--- config.mk ---
export PLATFORM = sky130hd
export DESIGN_NAME = inst_fetch
export DESIGN_NICKNAME = d
export VERILOG_FILES = /design/src/rtl/inst_fetch.sv
export SDC_FILE = /design/constraint.sdc
export NUM_CORES = 1
export LEC_CHECK = 0
export BUFFER_PORTS_ARGS = -buffer_cell sky130_fd_sc_hd__buf_2
export CAP_MARGIN = 20
export CORE_ASPECT_RATIO = 2
export CORE_MARGIN = 1
export CORE_UTILIZATION = 32
export DETAILED_ROUTE_END_ITERATION = 7
export PLACE_DENSITY_LB_ADDON = 0.2
export SYNTH_ARGS = -nofsm -noshare
export SYNTH_HDL_FRONTEND = slang
export SYNTH_SLANG_ARGS = --single-unit
--- constraint.sdc ---
create_clock -name clk -period 2.6 [get_ports clk]
set_input_delay 0.65 -clock clk [delete_from_list [all_inputs] [get_ports clk]]
set_output_delay 0.65 -clock clk [all_outputs]
set_load 0.01 [all_outputs]
--- src/rtl/inst_fetch.sv ---
// inst_fetch: single-issue instruction fetch stage with one-cycle-latency
// instruction memory, a one-entry hold buffer for decode back-pressure and
// an execute-stage redirect.
//
// Optional feature: define STATIC_BTFN_EN to enable static backward-taken /
// forward-not-taken prediction (JAL always taken, backward BRANCH taken).
//
// Ports:
//   clk          sole clock, rising edge
//   rst          asynchronous active-low reset
//   imem_addr    instruction memory byte address (word aligned)
//   imem_en      fetch request; data returns on imem_dout one cycle later
//   imem_dout    instruction for the previous-cycle request
//   stall        decode not accepting this cycle
//   redirect     execute-stage PC override
//   redirect_pc  override target
//   inst_out     instruction to decode
//   pc_out       byte address of inst_out
//   inst_valid   inst_out/pc_out valid; consumed when inst_valid & ~stall
//   pred_taken   inst_out was predicted taken
module inst_fetch #(
  parameter logic [31:0] RESET_PC = 32'h4000_0000
) (
  input  logic        clk,
  input  logic        rst,
  output logic [31:0] imem_addr,
  output logic        imem_en,
  input  logic [31:0] imem_dout,
  input  logic        stall,
  input  logic        redirect,
  input  logic [31:0] redirect_pc,
  output logic [31:0] inst_out,
  output logic [31:0] pc_out,
  output logic        inst_valid,
  output logic        pred_taken
);

  typedef enum logic [1:0] {
    EMPTY,
    FETCH,
    HOLD
  } state_t;

  state_t      state_q, state_d;
  logic [31:0] pc_q;
  logic        req_q;
  logic [31:0] req_pc_q;
  logic [31:0] hold_q;
  logic [31:0] hold_pc_q;

  logic [31:0] cur_inst;
  logic [31:0] cur_pc;
  logic        cur_valid;
  logic        consume;
  logic        issue;
  logic        capture;
  logic [31:0] issue_addr;
  logic        pred_hit;
  logic [31:0] pred_target;

  // State register
  always_ff @(posedge clk or negedge rst) begin
    if (!rst) begin
      state_q <= EMPTY;
    end else begin
      state_q <= state_d;
    end
  end

  // Next-state logic. Any issue (sequential, predicted or redirect) leaves a
  // request outstanding; a stalled FETCH parks its response in the hold regs.
  always_comb begin
    state_d = state_q;
    if (issue) begin
      state_d = FETCH;
    end else if (state_q == FETCH) begin
      state_d = HOLD;
    end
  end

  // Output / control logic
  always_comb begin
    cur_inst  = '0;
    cur_pc    = '0;
    cur_valid = 1'b0;
    unique case (state_q)
      FETCH: begin
        cur_inst  = imem_dout;
        cur_pc    = req_pc_q;
        cur_valid = req_q;
      end
      HOLD: begin
        cur_inst  = hold_q;
        cur_pc    = hold_pc_q;
        cur_valid = 1'b1;
      end
      default: ;
    endcase

    inst_out   = cur_inst;
    pc_out     = cur_pc;
    // A redirect squashes whatever is presented this cycle.
    inst_valid = cur_valid & ~redirect;
    consume    = inst_valid & ~stall;
    // rst gating keeps the memory quiet while reset is held.
    issue      = rst & (~stall | redirect);
    capture    = rst & (state_q == FETCH) & ~issue;

    if (redirect) begin
      issue_addr = {redirect_pc[31:2], 2'b00};
    end else if (pred_hit) begin
      issue_addr = pred_target;
    end else begin
      issue_addr = pc_q;
    end

    imem_en    = issue;
    imem_addr  = issue_addr;
    pred_taken = pred_hit;
  end

`ifdef STATIC_BTFN_EN
  logic [6:0]  opcode;
  logic        is_jal;
  logic        is_back_br;
  logic [31:0] imm_b;
  logic [31:0] imm_j;

  always_comb begin
    opcode     = cur_inst[6:0];
    is_jal     = (opcode == 7'b1101111);
    is_back_br = (opcode == 7'b1100011) & cur_inst[31];
    imm_b      = {{20{cur_inst[31]}}, cur_inst[7], cur_inst[30:25],
                  cur_inst[11:8], 1'b0};
    imm_j      = {{12{cur_inst[31]}}, cur_inst[19:12], cur_inst[20],
                  cur_inst[30:21], 1'b0};
    // Predict only when the instruction is actually handed to decode, so a
    // held instruction is steered exactly once.
    pred_hit    = consume & (is_jal | is_back_br);
    pred_target = cur_pc + (is_jal ? imm_j : imm_b);
  end
`else
  always_comb begin
    pred_hit    = 1'b0;
    pred_target = '0;
  end
`endif

  // Datapath registers
  always_ff @(posedge clk or negedge rst) begin
    if (!rst) begin
      pc_q      <= RESET_PC;
      req_q     <= 1'b0;
      req_pc_q  <= '0;
      hold_q    <= '0;
      hold_pc_q <= '0;
    end else begin
      req_q <= issue;
      if (issue) begin
        pc_q     <= issue_addr + 32'd4;
        req_pc_q <= issue_addr;
      end
      if (capture) begin
        hold_q    <= imem_dout;
        hold_pc_q <= req_pc_q;
      end
    end
  end

endmodule

After elaboration in Yosys (flattened, before gate mapping)

Index checks and enable logic that the tools add are counted.
W data, S select, Z words.

Bits in registers: 131
Input port bits: 68
Logic and storage cells: 24

Equality and inequality tests: 2
Reduce and logical (&&, ||, !) cells: 1
Bitwise gates (word level): 8
Add/subtract/negate cells: 1
Muxes and demuxes: 6

Operators with widths:

| operator                | count |
|---|---|
| $pmux W32 S2            | 2 |
| $add A32 B3 Y32 const B | 1 |
| $mux W32                | 1 |
| $and A1 B1 Y1           | 4 |
| $mux W2                 | 2 |
| $not A1 Y1              | 3 |
| $eq A2 B1 Y1 const B    | 1 |
| $eq A2 B2 Y1 const B    | 1 |
| $pmux W1 S2             | 1 |
| $reduce_bool A2 Y1      | 1 |
| $or A1 B1 Y1            | 1 |

Depth between registers and ports, before layout

Gate-level depths: netlist of the first run.

Depth in word-level cells: 5
Mapped depth: 11
Gate-level depth less buffers: 7

Least setup slack after synthesis of the first run

No wires, ideal clock.

Path type: in2reg
From: in redirect
To: reg pc_q[30]
Setup time: 64 ps
Data required time: 2536 ps
Cell stages on the path: 11
Path slack: -611 ps
Data arrival time: 3147 ps
Cells stage by stage: buf_6 buf_2 buf_2 buf_1 mux2_2 ha_1 inv_1 a211oi_2 nand3_1 or4_1 nand3_1

Cells in the longest elaborated chain, start to end: 2
Elaborated cells between the ends (all ways): 4
Classes of those cells: 1 x add/sub; 1 x mux; 2 x bitwise

RTL lines:

| what                   | line | source |
|---|---|---|
| from (decl)            | 30   | `input logic redirect,` |
| $mux W32               | 109  | `if (redirect) begin` |
| named net imem_addr[2] | 26   | `output logic [31:0] imem_addr,` |
| $add A32 B3 Y32        | 160  | `pc_q <= issue_addr + 32'd4;` |
| to (signal assigned)   | 160  |  |
| to (decl)              | 45   | `logic [31:0] pc_q;` |

The timed path passes the listed nets, and every way through them passes these cells.
A chain may end at the register's enable or synchronous reset.

Worst setup path in the final report of the first run

From: in redirect
To: out imem_addr[17]

Cells in the longest elaborated chain, start to end: 1

RTL lines:

| what      | line |
|---|---|
| $mux W32  | 109 |
| to (decl) | 26 |

No other way between the ends.

==> impl_metrics.toml, run 1 <==
[job]
cap_violations = 0

[synthesis]
synth_compound_area_share_pct = 14.6
synth_xor_area_share_pct = 2.32
ys.flop_type = "dfrtp_1"
synth_async_sr_flop_share_pct = 100
syn_inst = 684
yosysUniqueCellTypes = 49
synth_area_per_cell_sq_um = 9.93
ys_ff_latch = 129
synth_nets = 755
synth_top_family_by_area = "multiplexers"
syn_area_sq_um = 6790
synth_edf_count = 0
yosysWarnings = 0
seq_area_frac_synth_pct = 47.5
synth.mux.area_fraction_pct = 15.3
synth-adder-area-share_pct = 0.553
synthSimpleGateAreaFrac_pct = 15.2

[detailed_routing]
wire_per_inst_microns = 16.2
wl_microns = 18900
firstDrtPassIters = 4
drc = 0
num_vias = 5872
viasPerCell = 5.02
drt_iter0_drc = 312
drt.antenna.violating_nets = 0

[power_and_ir_drop]
power_density_nw_per_um2 = 884
power.leakage_uw = 0.00435
peakVddDrop_mv = 0.393

[layout]
final_cells = 1169
antenna_cells = 0
finalNetCount = 958
area_growth_pct = 33.4
fillers = 2148
drive_gt1_share_pct = 39.9
mostFrequentLayoutCells = "buf_2 (162), dfrtp_1 (128), nand2_1 (85)"
final_common_cell = "buf_2"

[placement]
gp_congestion = 0.896
place_ws_ns = -0.000989
dpl.hpwl_microns = 14400
place_inst = 1136
io_buffers = 163

[critical_path]
cpMaxStageDelayCell = "mux2i_1"
path_max_fanout = 35
crit_chain = "buf_2 -> buf_12 -> buf_4 -> mux2i_1 -> buf_4 -> inv_1 -> buf_2"
cp_top_family = "buffers and inverters"
worstSetupEndpointType = "primary output"
cp.buffers_inverters = 6
cpPeakStageDelay_ns = 0.24
required_ns = 1.95
worstPathArrival_ns = 1.83
critPathLaunchType = "primary input"
critPathKind = "primary input to primary output"

[sta]
fmax_mhz = 403
period_minus_slack_ns = 2.48
setup_viol = 0
tightest_slew_ns = 0.714
hold_viol_final = 0
maxSlewHeadroom_pct = 52.4
finalWorstSetupSlack_ns = 0.117
fin_skew_ns = 0.00811
rsz0062_at_grt = "no"
finalCritPeriodShare_pct = 95.5
slew_viol_final = 0

[clocking]
cts_sinks = 129
cts_made_buffers = 17
clk_pin_slew_worst_paths_ns = 0.07
cts-htree-levels = 4
clkLatencyLatePin_ns = 0.43
root_buffer = "clkbuf_16"
cts_tree = "yes"
max-clock-path-buffers = 2

[floorplanning]
coreArea_sq_um = 20900
die_w_microns = 105
row_count = 75
die_area_sq_um = 21800
die_h_microns = 208
initial_core_util_pct = 32.5
ios = 167

[global_route]
antenna_found_initial = 0
grt_overflow_total = 0
track_usage_pct = 18.1
grt_max_degree = 55
grt_pass1_vias = 5867
grt_first_pass_wirelength_microns = 30700

[status]
outcome = "completed"

[min_path]
hold_class = "primary input to async pin"
-- flip-flops by register name, indices dropped and copies added (netlist names) --
name	count
req_pc_q	30
hold_q	32
pc_q	32
hold_pc_q	32
state_q	2
req_q	1
-- power breakdown --
group	switching, uW	total (uW)	internal [uW]
Combinational	1340	2630	1290
Clock	935	2350	1420
Sequential	373	3030	2660
-- through the flow --
stage / instance area, sq um / hold WS, ns / power (uW) / utilization [%] / TNS [ns]
final: 9060 / 0.297 / 8010 / 43.3 / 0
after global routing: 9060 / 0.322 / 8530 / 43.3 / 0
after CTS: 9050 / 0.306 / 8130 / 43.2 / 0
after detailed placement: 8440 / 0.490 / 5700 / 40.3 / -0.000989
after global placement: 8440 / 0.487 / 5650 / 40.3 / 0
after floorplan: 6840 / 0.354 / 4600 / - / -0.0137
-- cells in the mapped netlist (all sizes together), types with 2 or more instances --
master | n | area, sq um
a211oi | 5 | 42.5
a21boi | 2 | 15.0
a21o | 3 | 22.5
a21oi | 4 | 20.0
a221o | 2 | 20.0
a221oi | 2 | 17.5
a222oi | 2 | 20.0
a22oi | 71 | 533
a31oi | 2 | 12.5
and3 | 2 | 12.5
buf | 21 | 106
clkbuf | 30 | 113
dfrtp | 128 | 3200
ha | 3 | 37.5
inv | 21 | 78.8
mux2 | 78 | 878
mux2i | 16 | 160
nand2 | 87 | 329
nand2b | 3 | 18.8
nand3 | 21 | 110
nand3b | 8 | 85.1
nand4 | 13 | 81.3
nand4b | 6 | 52.6
nor2 | 72 | 270
nor2b | 3 | 18.8
nor3 | 5 | 25.0
o21a | 4 | 30.0
o21ai | 37 | 185
o31ai | 3 | 22.5
or4 | 3 | 22.5
xnor2 | 14 | 123
xor2 | 4 | 35.0
-- final cells by class --
cell class	instances	area (sq um)	share of cell area [%]
tap	269	337	3.71
sequential	129	3230	35.6
clock buffer	17	425	4.69
multi-input combinational	483	3340	36.9
clock inverter	15	160	1.77
inverter	21	78.8	0.870
timing repair buffer	235	1490	16.5
-- routing by layer --
| layer | vias to the layer above | GRT usage [%] | wire length, microns |
|---|---|---|---|
| li1 | 2852 | - | - |
| met1 | 2846 | 19.8 | 7520 |
| met2 | 153 | 33.8 | 10400 |
| met3 | 21 | 2.94 | 661 |
| met4 | 0 | 7.67 | 385 |
| met5 | - | 0 | 0 |
-- path summary, 6_finish.rpt --
path	startpoint	to	slack [ns]	cells after the start
setup / recovery	redirect	imem_addr[17]	0.12	7
hold / removal	rst	req_pc_q[31]	0.30	2
setup reg to reg	pc_q[22]	pc_q[29]	0.66	6
hold reg to reg	req_pc_q[5]	req_pc_q[5]	0.50	2
max in group asynchronous	rst	hold_pc_q[3]	1.68	2
min in group clk	imem_dout[29]	hold_q[29]	0.48	2
-- cell families after synthesis --
family	count (synthesis)
mux	94
simple gates	224
other cells	1
fa+ha+maj	3
flops	129
buf+inv	72
xor+xnor	18
compound gates	143
-- worst reg2reg max path, delay by kind of cell, from the launching register on --
family / cells / cell delay [ns]
flops: 1 / 0.45
compound gates: 1 / 0.43
buf+inv: 1 / 0.18
simple gates: 4 / 0.82
-- repair_timing --
item | CTS | global route
pin swaps | 0 | 0
setup endpoints to repair | 48 | 14
resized for setup | 2 | 2
hold buffers | 0 | 0
setup buffers | 0 | 1
Power figures use the tool's default switching activity.
==> run 2, diff against run 1 <==
--- a/config.mk
+++ b/config.mk
@@ -5,12 +5,12 @@
 export SDC_FILE = /design/constraint.sdc
 export NUM_CORES = 1
 export LEC_CHECK = 0
-export BUFFER_PORTS_ARGS = -buffer_cell sky130_fd_sc_hd__buf_2
 export CAP_MARGIN = 20
 export CORE_ASPECT_RATIO = 2
 export CORE_MARGIN = 1
 export CORE_UTILIZATION = 32
 export DETAILED_ROUTE_END_ITERATION = 7
+export DONT_BUFFER_PORTS = 1
 export PLACE_DENSITY_LB_ADDON = 0.2
 export SYNTH_ARGS = -nofsm -noshare
 export SYNTH_HDL_FRONTEND = slang
==> constraint.sdc (replaced) <==
create_clock -name clk -period 2.1 [get_ports clk]
set_input_delay 0.525 -clock clk [delete_from_list [all_inputs] [get_ports clk]]
set_output_delay 0.525 -clock clk [all_outputs]
set_load 0.01 [all_outputs]
==> run 2 against run 1 <==
  * The run now ends with hold timing, setup timing left
  * Critical path depth down 1
  * Hold slack worse by 0.50 ns
  * Sequential power up 26%
  * Via count down 8.3%
  * Routed wire length up 0.77%
  * Critical path type is now register to primary output
  * Largest power group unchanged
  * Highest routed layer unchanged
==> impl_metrics.toml, run 2 (synthesis gave the netlist of run 1 again) <==
[status]
outcome = "finished, violations left"
violations = "hold timing, setup timing"

[global_route]
grt_first_pass_wirelength_microns = 30100
grt_max_degree = 135
grt_pass1_vias = 5633
track_usage_pct = 17.8
grt_overflow_total = 0
antenna_found_initial = 0

[detailed_routing]
viasPerCell = 5.33
drt_iter0_drc = 217
wire_per_inst_microns = 18.9
num_vias = 5382
wl_microns = 19100
drt.antenna.violating_nets = 0
drc = 0
firstDrtPassIters = 4

[critical_path]
critPathLaunchType = "register"
cp_top_family = "buffers and inverters"
crit_top_cell = "buf_12"
worstSetupEndpointType = "primary output"
worstPathArrival_ns = 1.73
crit_chain = "inv_2 -> ha_4 -> buf_12 -> buf_12 -> a22oi_1 -> nor2_2"
cp.buffers_inverters = 3
cpMaxStageDelayCell = "dfrtp_1"
path_max_fanout = 12
cpPeakStageDelay_ns = 0.41
required_ns = 1.57
critPathKind = "register to primary output"

[layout]
reg.largest.list = "hold_pc_q x32, hold_q x32, pc_q x32"
finalNetCount = 798
area_growth_pct = 27.9
mostFrequentLayoutCells = "dfrtp_1 (128), nand2_1 (85), mux2_2 (76)"
final_common_cell = "dfrtp_1"
drive_gt1_share_pct = 36.5
final_cell_area_sq_um = 8680
antenna_cells = 0

[clocking]
root_buffer = "clkbuf_16"
cts_made_buffers = 17
max-clock-path-buffers = 2
cts_tree = "yes"
cts-htree-levels = 4
clk_pin_slew_worst_paths_ns = 0.06
clkLatencyLatePin_ns = 0.43
cts_sinks = 129

[power_and_ir_drop]
power.leakage_uw = 0.00369
peakVddDrop_mv = 0.502
design_power_total_uw = 10400
power_density_nw_per_um2 = 1200

[sta]
fin_skew_ns = 0.0129
finalWorstSetupSlack_ns = -0.155
slew_viol_final = 0
hold_viol_final = 128
hold_ws_ns = -0.200
period_minus_slack_ns = 2.26
rsz0062_at_grt = "yes"
fmax_mhz = 443
finalCritPeriodShare_pct = 107
setup_viol = 65

[floorplanning]
coreArea_sq_um = 20900
ios = 167
row_count = 75
die_area_sq_um = 21800
die_w_microns = 105
initial_core_util_pct = 32.5
die_h_microns = 208

[job]
cap_violations = 0

[placement]
placed_area_sq_um = 7530
io_buffers = 0
gp_congestion = 0.844
dpl.hpwl_microns = 13300

[min_path]
hold_class = "primary input to async pin"
==> run 2: cell count changes in the layout (fill, tap and decap cells not counted), sizes merged <==
cell,change
bufinv,+2
inv,-2
buf,-162
clkinv,-3
clkbuf,+5
==> run 2: report_power, final <==
| part | leakage (uW) | switching [uW] | total (uW) | internal (uW) |
|---|---|---|---|---|
| logic | 0.00180 | 1760 | 3380 | 1620 |
| clock network | 0.000313 | 1120 | 3200 | 2080 |
| registers | 0.00158 | 528 | 3820 | 3300 |
| total | 0.00369 | 3410 | 10400 | 7000 |
==> run 2: what timing repair did <==
action                                 4_1_cts  5_1_grt
pin swaps                                    7        3
endpoints found under the hold margin      129      129
gates resized for setup                     61       29
gates cloned                                 0        2
buffers inserted                             9        5
setup endpoints to repair                   65       65
==> run 2: area by class of cell <==
class                           instances  area [sq um]
Clock buffer                           20           467
Multi-Input combinational cell        483          3630
Timing Repair Buffer                   75           763
Sequential cell                       129          3230
Tap cell                              269           337
Inverter                               21          78.8
Fill cell                            2027         12200
Clock inverter                         12           180
==> run 2: path summary, 6_finish.rpt <==
path | to | slack [ns] | depth (start not counted) | start
worst min-delay path | pc_q[2] | -0.20 | 0 | rst
min in group clk | pc_q[1] | 0.24 | 1 | redirect
max in group asynchronous | pc_q[30] | 2.02 | 0 | rst
worst min register to register | pc_q[23] | 0.50 | 2 | pc_q[23]
worst max register to register | pc_q[22] | 0.11 | 8 | pc_q[2]
worst max-delay path | inst_out[4] | -0.16 | 6 | state_q[0]
==> run 2: worst register-to-register path, delay by kind of cell, from the launching register on <==
kind / cells / cell delay [ns]
buf+inv: 2 / 0.25
mux: 1 / 0.18
simple gates: 3 / 0.81
fa+ha+maj: 1 / 0.14
flops: 1 / 0.38
compound gates: 1 / 0.17
==> run 2: layer usage <==
layer / part of all wire, % / GRT usage, % / vias up
met3: 5.0 / 4.86 / 32
met5: 0 / 0 / -
met1: 38 / 19.6 / 2656
met4: 3.7 / 8.89 / 0
li1: - / - / 2520
met2: 53 / 31.1 / 174
==> run 2: per-stage QoR <==
stage | setup TNS [ns] | worst slack [ns] | util (%) | std cells | hold slack (ns)
2_1_floorplan | -3.30 | -0.379 | - | 684 | 0.229
3_3_place_gp | -0.0642 | -0.0303 | 36.0 | 961 | 0.236
3_5_place_dp | -0.188 | -0.0644 | 36.0 | 961 | 0.236
4_1_cts | -5.48 | -0.153 | 40.5 | 1002 | -0.231
5_1_grt | -11.40 | -0.224 | 41.5 | 1009 | -0.229
6_report | -6.65 | -0.155 | 41.5 | 1009 | -0.200
